### src/rtl/mem_access_unit.sv
// Load/store unit between the RV32I datapath and a single-ported memory.
// Issues word-aligned requests with byte enables and returns extended load data.
module mem_access_unit #(
    parameter int TIMEOUT = 255
) (
    input  logic        clk,
    input  logic        rst,
    input  logic        req_valid,
    input  logic        req_write,
    input  logic [2:0]  req_funct3,
    input  logic [31:0] req_addr,
    input  logic [31:0] req_wdata,
    output logic        req_ready,
    output logic        rsp_valid,
    output logic [31:0] rsp_rdata,
    output logic        rsp_err,
    output logic [1:0]  rsp_err_code,
    output logic        mem_read,
    output logic        mem_write,
    output logic [31:0] mem_address,
    output logic [31:0] mem_wdata,
    output logic [3:0]  mem_byte_enable,
    input  logic [31:0] mem_rdata,
    input  logic        mem_resp
);

    localparam logic [1:0] ERR_NONE     = 2'b00;
    localparam logic [1:0] ERR_MISALIGN = 2'b01;
    localparam logic [1:0] ERR_TIMEOUT  = 2'b10;
    localparam logic [1:0] ERR_FUNCT3   = 2'b11;

    typedef enum logic [1:0] {IDLE, ACCESS, RESP} state_t;

    typedef struct packed {
        logic       write;
        logic [2:0] funct3;
        logic [1:0] offset;
    } ctx_t;

    state_t      state, state_nxt;
    ctx_t        ctx_q, ctx_in;
    logic [31:0] cnt;
    logic        accept, legal, tmo_hit;
    logic [1:0]  chk_code;
    logic [3:0]  be_in;
    logic [31:0] wdata_in;
    logic [7:0]  byte_sel;
    logic [15:0] half_sel;
    logic [31:0] load_data;

    assign accept = req_valid && (state == IDLE);

    // Request decode: legality, alignment, lane mask and replicated store data.
    always_comb begin
        ctx_in = '{write: req_write, funct3: req_funct3, offset: req_addr[1:0]};
        legal  = 1'b0;
        case (req_funct3)
            3'b000, 3'b001, 3'b010: legal = 1'b1;
            3'b100, 3'b101:         legal = !req_write;
            default:                legal = 1'b0;
        endcase

        chk_code = ERR_NONE;
        if (!legal)
            chk_code = ERR_FUNCT3;
        else if (req_funct3[1:0] == 2'b01 && req_addr[0])
            chk_code = ERR_MISALIGN;
        else if (req_funct3[1:0] == 2'b10 && req_addr[1:0] != 2'b00)
            chk_code = ERR_MISALIGN;

        case (req_funct3[1:0])
            2'b00: begin
                be_in    = 4'b0001 << req_addr[1:0];
                wdata_in = {4{req_wdata[7:0]}};
            end
            2'b01: begin
                be_in    = 4'b0011 << req_addr[1:0];
                wdata_in = {2{req_wdata[15:0]}};
            end
            default: begin
                be_in    = 4'b1111;
                wdata_in = req_wdata;
            end
        endcase
    end

    always_comb begin
        byte_sel = mem_rdata[{ctx_q.offset, 3'b000} +: 8];
        half_sel = ctx_q.offset[1] ? mem_rdata[31:16] : mem_rdata[15:0];
        case (ctx_q.funct3)
            3'b000:  load_data = {{24{byte_sel[7]}}, byte_sel};
            3'b001:  load_data = {{16{half_sel[15]}}, half_sel};
            3'b100:  load_data = {24'b0, byte_sel};
            3'b101:  load_data = {16'b0, half_sel};
            default: load_data = mem_rdata;
        endcase
    end

    // Counter value TIMEOUT-1 marks the last allowed strobe cycle; mem_resp
    // in that same cycle still takes priority.
    always_comb begin
        tmo_hit = 1'b0;
        if (TIMEOUT != 0)
            tmo_hit = (state == ACCESS) && !mem_resp && (cnt == 32'(TIMEOUT - 1));
    end

    always_ff @(posedge clk or negedge rst) begin
        if (!rst)
            state <= IDLE;
        else
            state <= state_nxt;
    end

    always_comb begin
        state_nxt = state;
        req_ready = 1'b0;
        rsp_valid = 1'b0;
        case (state)
            IDLE: begin
                req_ready = 1'b1;
                if (accept)
                    state_nxt = (chk_code != ERR_NONE) ? RESP : ACCESS;
            end
            ACCESS: begin
                if (mem_resp || tmo_hit)
                    state_nxt = RESP;
            end
            RESP: begin
                rsp_valid = 1'b1;
                state_nxt = IDLE;
            end
            default: state_nxt = IDLE;
        endcase
    end

    assign rsp_err = rsp_valid && (rsp_err_code != ERR_NONE);

    // Memory outputs are zero outside ACCESS so error paths never touch memory.
    always_ff @(posedge clk or negedge rst) begin
        if (!rst) begin
            ctx_q           <= '0;
            cnt             <= '0;
            rsp_rdata       <= '0;
            rsp_err_code    <= ERR_NONE;
            mem_read        <= 1'b0;
            mem_write       <= 1'b0;
            mem_address     <= '0;
            mem_wdata       <= '0;
            mem_byte_enable <= '0;
        end else begin
            case (state)
                IDLE: begin
                    if (accept) begin
                        ctx_q        <= ctx_in;
                        cnt          <= '0;
                        rsp_err_code <= chk_code;
                        if (chk_code == ERR_NONE) begin
                            mem_read        <= !req_write;
                            mem_write       <= req_write;
                            mem_address     <= {req_addr[31:2], 2'b00};
                            mem_wdata       <= wdata_in;
                            mem_byte_enable <= be_in;
                        end else begin
                            rsp_rdata <= '0;
                        end
                    end
                end
                ACCESS: begin
                    cnt <= cnt + 32'd1;
                    if (mem_resp || tmo_hit) begin
                        mem_read        <= 1'b0;
                        mem_write       <= 1'b0;
                        mem_address     <= '0;
                        mem_wdata       <= '0;
                        mem_byte_enable <= '0;
                        if (mem_resp) begin
                            rsp_rdata <= ctx_q.write ? 32'd0 : load_data;
                        end else begin
                            rsp_rdata    <= '0;
                            rsp_err_code <= ERR_TIMEOUT;
                        end
                    end
                end
                default: ;
            endcase
        end
    end

endmodule

### config.mk
export PLATFORM = sky130hd
export DESIGN_NAME = mem_access_unit
export DESIGN_NICKNAME = d
export VERILOG_FILES = /design/src/rtl/mem_access_unit.sv
export SDC_FILE = /design/constraint.sdc
export NUM_CORES = 1
export LEC_CHECK = 0
export ABC_AREA = 1
export ABC_CLOCK_PERIOD_IN_PS = 1650
export CORE_MARGIN = 2
export CORE_UTILIZATION = 44
export CTS_CLUSTER_DIAMETER = 30
export DETAILED_ROUTE_END_ITERATION = 7
export PLACE_DENSITY = 0.78
export SLEW_MARGIN = 20
export SYNTH_ARGS = -nofsm -noshare
export SYNTH_HDL_FRONTEND = slang
export SYNTH_SLANG_ARGS = --single-unit
### constraint.sdc
create_clock -name clk -period 1.65 [get_ports clk]
set_input_delay 0.495 -clock clk [delete_from_list [all_inputs] [get_ports clk]]
set_output_delay 0.495 -clock clk [all_outputs]
set_load 0.02 [all_outputs]
==> metrics.md <==
| Metric | Value |
|---|---|
| Run status | finished with violations |
| Violated checks | negative setup slack |
| Dominant cell type by area after synthesis | dfrtp_1 |
| Port buffer count | 208 |
| P_leak | 6.05 nW |
| Grt met3 use | 6.47% |
| Placeable Area | 16700 um2 |
| Final #Nets | between 1000 and 1500 |
| ANT nets after route | 0 |
| Reg area | roughly 3600 um2 |
| GRT Util Overall | 28.0% |
| Die Y | about 140 um |
| Post-synthesis xor/xnor area fraction | less than 1% |
| Reg2reg setup slack | -0.20 ns |
| Most common cell in the netlist | nand2_1 |
| Hold EP | rsp_rdata[7]$_DFFE_PN0P_ |
| Crit Path Max Fanout | 8 |
| Post-synth ARST share | 100% |
| Final Wtd Congestion | 0.988 |
| Layout filler cell count | between 1000 and 1500 |
| YS warnings | 0 |
| Synth Area per Inst | 7.15 um2 |
| Part of the Yosys area used for sequential elements | a little under half |
| CP Data Required Time | about 2 ns |
| Pins Over Slew Limit | 0 |
| Ports | approximately 210 |
| Yosys top cell area share | a little under half |
| Final worst path period need | 1.85 ns |
| # Max-Cap Violations | 0 |
| Initial antenna violation count | 0 |
| Worst Skew | between 0.008 and 0.009 ns |
| VDD IR max | between 0.8 and 0.9 mV |
| Gr busiest metal | met2 |
| FMAX | ~0.54 GHz |
| Clk pin slew, worst setup/hold paths | approximately 0.060 ns |
| FF-to-FF End | rsp_rdata[5]$_DFFE_PN0P_ |
| Hold Startpoint | rsp_rdata[7]$_DFFE_PN0P_ |
| Adder-cell share of the synthesized area | less than 1% |
| Crit-path max cell delay | around 0.38 ns |
| Starting Density | 45.3% |
| Worst-Margin Slew | 0.550 ns |
| Post-synth EDFFs | 0 |
| Layout cells sized above 1 | a little over a quarter |
| Mapped Cells | about 1100 |
| Most common flop cell mapped by yosys | dfrtp_1 |
| Final worst slack | -0.195 ns |
| Placement Setup Slack | -0.553 ns |
| CTS tree | done |
| GR Overflow Total | 0 |
| Clock sinks | about 140 |
| PnR Total Power | between 20 and 25 mW |
| CTS HTree Levels | 4 |
| Via density | 5.33 |
| Synth cell count leaders | 427 x nand2_1, 142 x dfrtp_1, 108 x nor2_1 |
| Crit start category | register |
| Post-synthesis instance area | 7570 um2 |
| Compound-gate portion of the synthesized area | under 10% |
| Global-route wire length before repair | about 40000 um |
| Number of global-route vias before repair | approximately 8100 |
| Area Overhead vs Synth | 58.5% |
| FF+latch count, synth | between 100 and 150 |
| Cells along the critical path | inv_2 -> ha_4 -> nand2_2 -> nor2_2 -> nand2_1 -> nor2_1 -> nand2_1 -> nand2_4 -> buf_12 -> nand3_4 -> clkbuf_16 -> nand2_2 -> nand2_1 |
| ANT cells | 0 |
| Distinct cells, synth | 34 |
| Final period util | 112% |
| Clk_lat worst skew | 0.44 ns |
| Via Count | 8562 |
| Clock Tree Root | clkbuf_16 |
| Core Util, Final | between 70% and 80% |
| Hold WC Path Type | reg -> reg |
| Simple-Gate Fraction of Synth Area | 35.9% |
| FF-to-FF Start | cnt[0]$_DFFE_PN0P_ |
| Die area | 18300 um2 |
| Crit. End Element | register |
| Most used cell, CP | nand2_1 |
| Final hold vios | 0 |
| Crit-path slowest cell | dfrtp_1 |
| Met2 Usage GRT | between 40% and 50% |
| R2R cell count | 13 |
| Die X | ~140 um |
| Multi-input gate area | roughly 4000 um2 |
| Residual DRC | 0 |
| Pwr Density | between 1500 and 2000 nW/um2 |
| Rel. slew slack | roughly 63% |
| Largest net degree at the start of global routing | 47 |
| HPWL after detailed placement | 17600 um |
| Final setup vio count | 105 |
| Hold depth | 2 |
| RSZ-0062 raised after global routing | yes |
| Hold Slack | between 0.4 and 0.5 ns |
| Synth area leaders | dfrtp_1 47%, nand2_1 21%, nor2_1 5.4% |
| Routed WL per cell | 16.9 um |
| CTS buffer count | 17 |
| CTS max path bufs | 2 |
| Routing usage on met1 | a little under two fifths |
| Total iterations of the first detailed-routing run | 7 |
| Final wirelength | about 27000 um |
| Setup CP Type | reg -> reg |
| Row cnt | 47 |
| DR iter-0 viols | between 900 and 1000 |
| Mux cell area share after synthesis | 0% |
| Critical path arrival | 2.15 ns |
| Largest family of logic cells by synthesized area | simple AND/OR/NAND/NOR gates |
[metrics by stage]
stage,TNS [ns],std cells,cell area (um2)
final,-12.46,1607,12000
after global routing,-18.62,1607,12000
after CTS,-12.83,1598,11600
after detailed placement,-59.36,1551,10600
after global placement,-49.81,1551,10600
after floorplan,0,1059,7570
[cell usage in the layout (no fill, tap or decap), drive strengths merged, types with 11 or more instances in the layout]
cell / synthesis / layout
a21oi: 40 / 40
buf: 33 / 144
clkbuf: 19 / 67
clkdlybuf4s15: 0 / 40
clkdlybuf4s50: 0 / 99
dfrtp: 142 / 142
dlygate4sd2: 0 / 12
inv: 69 / 73
nand2: 428 / 428
nand3: 79 / 79
nand4: 26 / 26
nor2: 110 / 110
nor3: 11 / 11
o21ai: 59 / 59
o22ai: 12 / 12
[kinds of logic after synthesis]
logic type / after synthesis
XOR/XNOR: 3
AND/OR/NAND/NOR: 662
flip-flops: 142
other: 1
adder cells (fa/ha/maj): 2
AO/OA/AOI/OAI: 125
buffers and inverters: 123
[metal layers]
layer / vias to the layer above / routed length [um]
li1: 4032 / -
met1: 3985 / 11100
met2: 464 / 13000
met3: 81 / 2210
met4: 0 / 774
met5: - / 0
[what timing repair did]
action                                 in CTS  in global routing
endpoints found under the hold margin      23                  0
hold buffers                                1                  0
gates cloned                                4                  6
buffers inserted                           10                  8
pin swaps                                   8                 13
setup endpoints to repair                 209                180
resized for setup                         222                257
[final cells by class]
cell class | count | area share (%)
repair buffers | 347 | 26.8
well taps | 220 | 2.29
repair inverters | 1 | 0.0626
inverters | 71 | 2.25
clock inverters | 14 | 1.73
clock buffers | 18 | 3.66
multi-input cells | 794 | 33.5
flip-flops and latches | 142 | 29.7
[where the power goes]
part	internal (mW)	switching (mW)
registers	4.71	1.10
logic	4.18	6.08
clock network	2.60	1.63
total	11.5	8.81
[state kept, by name, indices dropped and copies added, names as in the netlist]
signal	count
ctx_q	6
mem_write	1
rsp_err_code	2
cnt	32
mem_wdata	32
mem_read	1
mem_address	30
state	2
mem_byte_enable	4
rsp_rdata	32
[how the worst max path moves through the flow]
stage | to | slack, ns | startpoint
finish | rsp_rdata[5]$_DFFE_PN0P_ | -0.20 | cnt[0]$_DFFE_PN0P_
global route | rsp_rdata[5]$_DFFE_PN0P_ | -0.23 | cnt[0]$_DFFE_PN0P_
CTS | rsp_rdata[23]$_DFFE_PN0P_ | -0.19 | cnt[0]$_DFFE_PN0P_
detailed placement | mem_wdata[19]$_DFFE_PN0P_ | -0.55 | req_funct3[1]
global placement | rsp_rdata[1]$_DFFE_PN0P_ | -0.42 | req_valid
floorplan | mem_address[10]$_DFFE_PN0P_ | 0.04 | state[1]$_DFFE_PN0P_
[critical path, delay by kind of cell, from the launching register on]
| family | cells | cell delay (ns) |
|---|---|---|
| adder cells (fa/ha/maj) | 1 | 0.13 |
| buffers and inverters | 3 | 0.44 |
| flip-flops | 1 | 0.38 |
| AND/OR/NAND/NOR | 9 | 0.77 |
Power figures use the tool's default switching activity.
